[config.mk]
export PLATFORM = sky130hd
export DESIGN_NAME = uop_ibuffer_flat
export DESIGN_NICKNAME = d
export VERILOG_FILES = /design/src/rtl/uop_ibuffer_if.sv /design/src/rtl/uop_ibuffer.sv /design/src/flat_wrapper.sv
export SDC_FILE = /design/constraint.sdc
export NUM_CORES = 2
export LEC_CHECK = 0
export CAP_MARGIN = 10
export CORE_ASPECT_RATIO = 1.75
export CORE_MARGIN = 8
export CORE_UTILIZATION = 37
export CTS_BUF_LIST = sky130_fd_sc_hd__clkbuf_8
export DETAILED_ROUTE_END_ITERATION = 7
export DONT_BUFFER_PORTS = 1
export GPL_TIMING_DRIVEN = 0
export SLEW_MARGIN = 0
export SYNTH_ARGS = -nofsm -noshare
export SYNTH_HDL_FRONTEND = slang
export SYNTH_SLANG_ARGS = --single-unit
[constraint.sdc]
create_clock -name clk -period 21.5 [get_ports clk]
set_input_delay 4.3 -clock clk [delete_from_list [all_inputs] [get_ports clk]]
set_output_delay 4.3 -clock clk [all_outputs]
set_load 0.01 [all_outputs]
[src/rtl/uop_ibuffer_if.sv]
// Valid/ready channel carrying one instruction tagged with its issue warp.
interface uop_ibuffer_if #(
  parameter int WIS_W = 2,
  parameter int DATAW = 128
);
  logic             valid;
  logic [WIS_W-1:0] wis;
  logic [DATAW-1:0] data;
  logic             ready;

  modport master (output valid, output wis, output data, input ready);
  modport slave  (input valid, input wis, input data, output ready);
endinterface

[src/rtl/uop_ibuffer.sv]
// Per-warp instruction buffer: one FIFO per issue warp, round-robin selection
// of an eligible head, and a registered output stage towards the scheduler.

module uop_ibuffer_checker #(
  parameter int ISSUE_WARPS = 4,
  parameter int DEPTH       = 4,
  parameter int DATAW       = 128,
  parameter int CW          = 3
) (
  input logic                      clk,
  input logic                      reset,
  input logic [ISSUE_WARPS-1:0]    push,
  input logic [ISSUE_WARPS-1:0]    pop,
  input logic [ISSUE_WARPS*CW-1:0] wcount,
  input logic                      out_valid,
  input logic                      out_ready,
  input logic [DATAW-1:0]          out_data
);
  for (genvar w = 0; w < ISSUE_WARPS; w++) begin : g_warp
    a_no_push_full: assert property (@(posedge clk) disable iff (reset)
      push[w] |-> (wcount[w*CW +: CW] != CW'(DEPTH)));
    a_no_pop_empty: assert property (@(posedge clk) disable iff (reset)
      pop[w] |-> (wcount[w*CW +: CW] != CW'(0)));
  end

  a_out_stable: assert property (@(posedge clk) disable iff (reset)
    (out_valid && !out_ready) |=> $stable(out_data));
endmodule

module uop_ibuffer #(
  parameter int ISSUE_WARPS = 4,
  parameter int DEPTH       = 4,
  parameter int DATAW       = 128,
  parameter int WIS_W       = $clog2(ISSUE_WARPS)
) (
  input  logic                                     clk,
  input  logic                                     reset,
  uop_ibuffer_if.slave                             in_if,
  uop_ibuffer_if.master                            out_if,
  input  logic                                     flush_valid,
  input  logic [WIS_W-1:0]                         flush_wis,
  input  logic [ISSUE_WARPS-1:0]                   stall_mask,
  output logic [ISSUE_WARPS*($clog2(DEPTH)+1)-1:0] wcount
);
  localparam int PW = $clog2(DEPTH);
  localparam int CW = PW + 1;

  logic [DATAW-1:0]       mem_r    [ISSUE_WARPS][DEPTH];
  logic [PW-1:0]          rd_ptr_r [ISSUE_WARPS];
  logic [PW-1:0]          wr_ptr_r [ISSUE_WARPS];
  logic [CW-1:0]          cnt_r    [ISSUE_WARPS];
  logic [WIS_W-1:0]       rr_ptr_r;
  logic                   out_valid_r;
  logic [WIS_W-1:0]       out_wis_r;
  logic [DATAW-1:0]       out_data_r;

  logic                   in_ready_s;
  logic                   in_fire_s;
  logic                   load_en_s;
  logic                   grant_s;
  logic [WIS_W-1:0]       gidx_s;
  logic [DATAW-1:0]       head_s;
  logic [ISSUE_WARPS-1:0] elig_s;
  logic [ISSUE_WARPS-1:0] push_s;
  logic [ISSUE_WARPS-1:0] pop_s;

  // Accept decision; deliberately blind to any pop happening this cycle
  always_comb begin
    in_ready_s = 1'b0;
    if (flush_valid && (flush_wis == in_if.wis)) begin
      in_ready_s = 1'b0;
    end else begin
      in_ready_s = (cnt_r[in_if.wis] < CW'(DEPTH));
    end
  end

  assign in_fire_s   = in_if.valid && in_ready_s;
  assign in_if.ready = in_ready_s;
  assign load_en_s   = !out_valid_r || out_if.ready;

  // Per-warp eligibility and push decode
  always_comb begin
    elig_s = {ISSUE_WARPS{1'b0}};
    push_s = {ISSUE_WARPS{1'b0}};
    for (int w = 0; w < ISSUE_WARPS; w++) begin
      elig_s[w] = (cnt_r[w] != CW'(0)) && !stall_mask[w] &&
                  !(flush_valid && (flush_wis == WIS_W'(w)));
      push_s[w] = in_fire_s && (in_if.wis == WIS_W'(w));
    end
  end

  // Round-robin search starting at rr_ptr; index arithmetic wraps naturally
  always_comb begin
    logic             found;
    logic [WIS_W-1:0] cand;
    found  = 1'b0;
    cand   = rr_ptr_r;
    gidx_s = rr_ptr_r;
    pop_s  = {ISSUE_WARPS{1'b0}};
    for (int i = 0; i < ISSUE_WARPS; i++) begin
      cand   = rr_ptr_r + WIS_W'(i);
      gidx_s = (!found && elig_s[cand]) ? cand : gidx_s;
      found  = found || elig_s[cand];
    end
    grant_s = found && load_en_s;
    for (int w = 0; w < ISSUE_WARPS; w++) begin
      pop_s[w] = grant_s && (gidx_s == WIS_W'(w));
    end
  end

  assign head_s = mem_r[gidx_s][rd_ptr_r[gidx_s]];

  // Payload storage; contents need no reset because occupancy gates every read
  always_ff @(posedge clk) begin
    if (in_fire_s) begin
      mem_r[in_if.wis][wr_ptr_r[in_if.wis]] <= in_if.data;
    end
  end

  // Pointer and occupancy bookkeeping; a flush overrides everything for its warp
  always_ff @(posedge clk) begin
    if (reset) begin
      for (int w = 0; w < ISSUE_WARPS; w++) begin
        rd_ptr_r[w] <= PW'(0);
        wr_ptr_r[w] <= PW'(0);
        cnt_r[w]    <= CW'(0);
      end
    end else begin
      for (int w = 0; w < ISSUE_WARPS; w++) begin
        if (flush_valid && (flush_wis == WIS_W'(w))) begin
          cnt_r[w]    <= CW'(0);
          rd_ptr_r[w] <= wr_ptr_r[w];
        end else begin
          if (push_s[w]) wr_ptr_r[w] <= wr_ptr_r[w] + PW'(1);
          if (pop_s[w])  rd_ptr_r[w] <= rd_ptr_r[w] + PW'(1);
          case ({push_s[w], pop_s[w]})
            2'b10:   cnt_r[w] <= cnt_r[w] + CW'(1);
            2'b01:   cnt_r[w] <= cnt_r[w] - CW'(1);
            default: cnt_r[w] <= cnt_r[w];
          endcase
        end
      end
    end
  end

  // Output register and round-robin pointer; output entry survives a flush
  always_ff @(posedge clk) begin
    if (reset) begin
      rr_ptr_r    <= WIS_W'(0);
      out_valid_r <= 1'b0;
      out_wis_r   <= WIS_W'(0);
      out_data_r  <= DATAW'(0);
    end else begin
      if (grant_s) rr_ptr_r <= gidx_s + WIS_W'(1);
      if (load_en_s) begin
        out_valid_r <= grant_s;
        if (grant_s) begin
          out_wis_r  <= gidx_s;
          out_data_r <= head_s;
        end
      end
    end
  end

  // Flatten registered occupancy into the exported bus
  always_comb begin
    wcount = {(ISSUE_WARPS*CW){1'b0}};
    for (int w = 0; w < ISSUE_WARPS; w++) begin
      wcount[w*CW +: CW] = cnt_r[w];
    end
  end

  assign out_if.valid = out_valid_r;
  assign out_if.wis   = out_wis_r;
  assign out_if.data  = out_data_r;

  uop_ibuffer_checker #(
    .ISSUE_WARPS(ISSUE_WARPS),
    .DEPTH      (DEPTH),
    .DATAW      (DATAW),
    .CW         (CW)
  ) u_checker (
    .clk      (clk),
    .reset    (reset),
    .push     (push_s),
    .pop      (pop_s),
    .wcount   (wcount),
    .out_valid(out_valid_r),
    .out_ready(out_if.ready),
    .out_data (out_data_r)
  );
endmodule

[src/flat_wrapper.sv]
// flat-port wrapper written by rule: the top's interface ports become plain ports
module uop_ibuffer_flat 
#(
  parameter int ISSUE_WARPS = 4,
  parameter int DEPTH       = 4,
  parameter int DATAW       = 128,
  parameter int WIS_W       = $clog2(ISSUE_WARPS)
)
  (clk, reset, flush_valid, flush_wis, stall_mask, wcount, in_if_valid, in_if_wis, in_if_data, in_if_ready, out_if_valid, out_if_wis, out_if_data, out_if_ready);
  uop_ibuffer_if #(.WIS_W(WIS_W), .DATAW(DATAW)) in_if_i ();
  uop_ibuffer_if #(.WIS_W(WIS_W), .DATAW(DATAW)) out_if_i ();
  input  logic clk;
  input  logic reset;
  input  logic flush_valid;
  input  logic [WIS_W-1:0] flush_wis;
  input  logic [ISSUE_WARPS-1:0] stall_mask;
  output logic [ISSUE_WARPS*($clog2(DEPTH)+1)-1:0] wcount;
  input wire logic [$bits(in_if_i.valid)-1:0] in_if_valid;
  input wire logic [$bits(in_if_i.wis)-1:0] in_if_wis;
  input wire logic [$bits(in_if_i.data)-1:0] in_if_data;
  output wire logic [$bits(in_if_i.ready)-1:0] in_if_ready;
  output wire logic [$bits(out_if_i.valid)-1:0] out_if_valid;
  output wire logic [$bits(out_if_i.wis)-1:0] out_if_wis;
  output wire logic [$bits(out_if_i.data)-1:0] out_if_data;
  input wire logic [$bits(out_if_i.ready)-1:0] out_if_ready;
  assign in_if_i.valid = in_if_valid;
  assign in_if_i.wis = in_if_wis;
  assign in_if_i.data = in_if_data;
  assign in_if_ready = in_if_i.ready;
  assign out_if_valid = out_if_i.valid;
  assign out_if_wis = out_if_i.wis;
  assign out_if_data = out_if_i.data;
  assign out_if_i.ready = out_if_ready;
  uop_ibuffer #(.ISSUE_WARPS(ISSUE_WARPS), .DEPTH(DEPTH), .DATAW(DATAW), .WIS_W(WIS_W)) u_core (.clk(clk), .reset(reset), .in_if(in_if_i), .out_if(out_if_i), .flush_valid(flush_valid), .flush_wis(flush_wis), .stall_mask(stall_mask), .wcount(wcount));
endmodule
==> flow_summary.ini <==
[route]
dr.pass1.iters = 6
num_vias = 48565
drtAntennaViolNets = 0
drcViolationCount = 0
drt-vias-per-instance = 5.52
drt_iter0_drc = 4611
wl_per_cell_um = 28.3
wirelength_mm = 249

[cts]
cts.path.max_buffers = 4
cts-htree-levels = 5
postCtsResizedCells = 0
holdBufCountCts = 0
cts_tree = built
cts_made_buffers = 332
cts_root_buf = clkbuf_8
clock_latency_ns = 0.99
cts_sinks = 2209
cts_setup_buffers = 0
clk_pin_slew_ns = 0.06

[synthesis]
yosysWarningCount = 0
synth_edf_count = 2076
yosysMostFrequentCell = edfxtp_1
ys_seq_area_frac = 0.765
ys.flop_type = edfxtp_1
synthTopCellsByArea = edfxtp_1, mux4_2, a21oi_1
synth_common_cells = edfxtp_1, a21oi_1, nand2_1
syn_nets = 5120
syn_inst = 4959
synth_top_area_share = 0.734
synthArstFlopShare = 0
syn_area_mm2 = 0.0849
ys_seq_elements = 2209
synth.distinct_cells = 60
avgSynthCellArea_um2 = 17.1
synth_top_area_cell = edfxtp_1

[run_status]
status = finished, final reports clean

[global_routing]
met2_usage = 0.349
grt_start_max_net_pins = 28
overflow = 0
grtUsageMet1 = 0.212
antenna_found_initial = 15
grt_first_pass_wirelength_mm = 354
top_usage_layer = met2
grt_pass1_vias = 50813
track_usage = 0.196
grtUsageMet3 = 0.0676

[die]
core_area_mm2 = 0.228
die_w_um = 378
initial_core_util = 0.372
num_rows = 232
die_h_um = 650
io_pins = 285
dieArea_mm2 = 0.246

[power]
power_density_mw_per_mm2 = 115
power_frac_seq = 0.464
p_clk_frac = 0.285
power.leakage_nw = 32.4
swShare = 0.332
p_sw_mw = 3.72
internal_power_mw = 7.50
ir_drop_mv = 0.0627
p_comb_frac = 0.251
p_total_mw = 11.2

[placed_design]
portBuffers = 0
post-place-ws_ns = 11.77
gp_congestion = 0.839
dp.cells = 8192
dp_hpwl_mm = 173
placed_area_mm2 = 0.0912

[timing]
min_period_over_period = 0.454
finalHoldViolCount = 0
setup_slack_ns = 11.73
slew_violations = 0
rsz0062_at_grt = false
clock_skew_ns = 0.0781
slew_headroom = 0.142
max_clock_freq_mhz = 102
report.final.setup_viol = 0
fin_crit_ns = 9.77
hold_slack_ns = 0.565
tightest_slew_ns = 1.29

[critical_path]
cp_cell_sequence = mux4_2 > a31oi_1
end_kind = output pin
critPathMaxStageDelay_ns = 0.71
slowest_stage = a31oi_1
arrival_ns = 5.47
worstSetupStartpointType = input pin
crit_type = in -> out
cp_num_buf_inv = 0
crit_required_ns = 17.20
crit_family = compound AO/OA/AOI/OAI gates
r2r_slack_ns = 16.14
crit_fanout = 5

[min_path]
hold_class = reg -> reg

[final_layout]
nets = 5645
drive_gt1_frac = 0.199
area_growth_pct = 14.5
finalInstanceArea_mm2 = 0.0973
instances_no_fill = 8803

[run]
maxCapViolCount = 0
-- cells by family (layout without fill, tap and decap cells) --
group | Yosys count | count (layout) | synth area share
muxes | 393 | 393 | 0.0865
DFF | 2209 | 2209 | 0.765
buffers and inverters | 377 | 1163 | 0.0198
other | 0 | 16 | 0
xor gates and xnor gates | 12 | 12 | 0.00124
AOI/OAI and AO/OA | 1198 | 1198 | 0.0873
adders and majority gates | 20 | 20 | 0.00295
and+or+nand+nor | 750 | 750 | 0.0369
-- power by group through the flow --
| stage | clock network [mW] | logic [mW] | registers [mW] |
|---|---|---|---|
| global route | 3.44 | 3.00 | 5.24 |
| CTS | 3.26 | 2.83 | 5.22 |
| global placement | 0 | 2.75 | 5.34 |
| finish | 3.20 | 2.81 | 5.21 |
| floorplan | 0 | 1.78 | 5.14 |
| detailed placement | 0 | 2.82 | 5.31 |
-- per-stage QoR --
stage	TNS, ns	util
global route	0	0.426
global placement	-6654.44	0.389
detailed placement	0	0.400
finish	0	0.426
CTS	0	0.426
floorplan	0	-
-- routing by layer --
metal / up-vias / wire length [um]
met1: 25145 / 84900
li1: 20874 / -
met5: - / 27
met4: 4 / 9740
met3: 483 / 24900
met2: 2059 / 129000
-- cell usage in the layout (no fill, tap or decap), types with 109 or more instances in the layout --
cell      instances
buf_2           116
mux4_2          260
mux2_2          109
a22oi_1         260
inv_1           153
dfxtp_1         133
o21ai_0         126
a221o_1         128
clkbuf_1        160
clkbuf_8        359
edfxtp_1       2076
a21oi_1         646
nand2_1         525
nand3_1         130
-- path summary, 6_finish.rpt --
kind,startpoint,end,cells past startpoint
worst max-delay path,in_if_wis[1],in_if_ready,2
worst min-delay path,u_core.out_if.data[86],u_core.out_if.data[86],1
worst max register to register,u_core.cnt_r[0][0],u_core.cnt_r[0][1],14
worst min register to register,u_core.out_if.data[86],u_core.out_if.data[86],1
-- worst register-to-register path, cell delays in order (launching register included) --
cell and delay (ns):
edfxtp_1 0.48, inv_1 0.11, ha_1 0.21, nor2b_1 0.20
or3_4 0.37, o221a_2 0.29, o21ai_2 0.80, buf_4 0.35
buf_2 0.34, buf_1 0.58, nand3_1 0.39, inv_1 0.18
ha_1 0.25, nor2_1 0.08, o21ai_0 0.38
-- cell type report --
type,count,area (um^2)
Sequential cell,2209,65000
Multi-Input combinational cell,2373,18400
Tap cell,3042,3810
Buffer,352,1600
Fill cell,20382,131000
Clock buffer,359,4940
Timing Repair Buffer,191,2340
Clock inverter,236,1080
Inverter,25,93.8
Antenna cell,16,40.0
-- registers in the layout (all words and copies together) (netlist names) --
register	count
u_core.mem_r	2048
u_core.rd_ptr_r	8
u_core.wr_ptr_r	8
u_core.rr_ptr_r	2
u_core.out_if.wis	2
u_core.out_if.data	128
u_core.out_if.valid	1
u_core.cnt_r	12
Power figures use the tool's default switching activity.
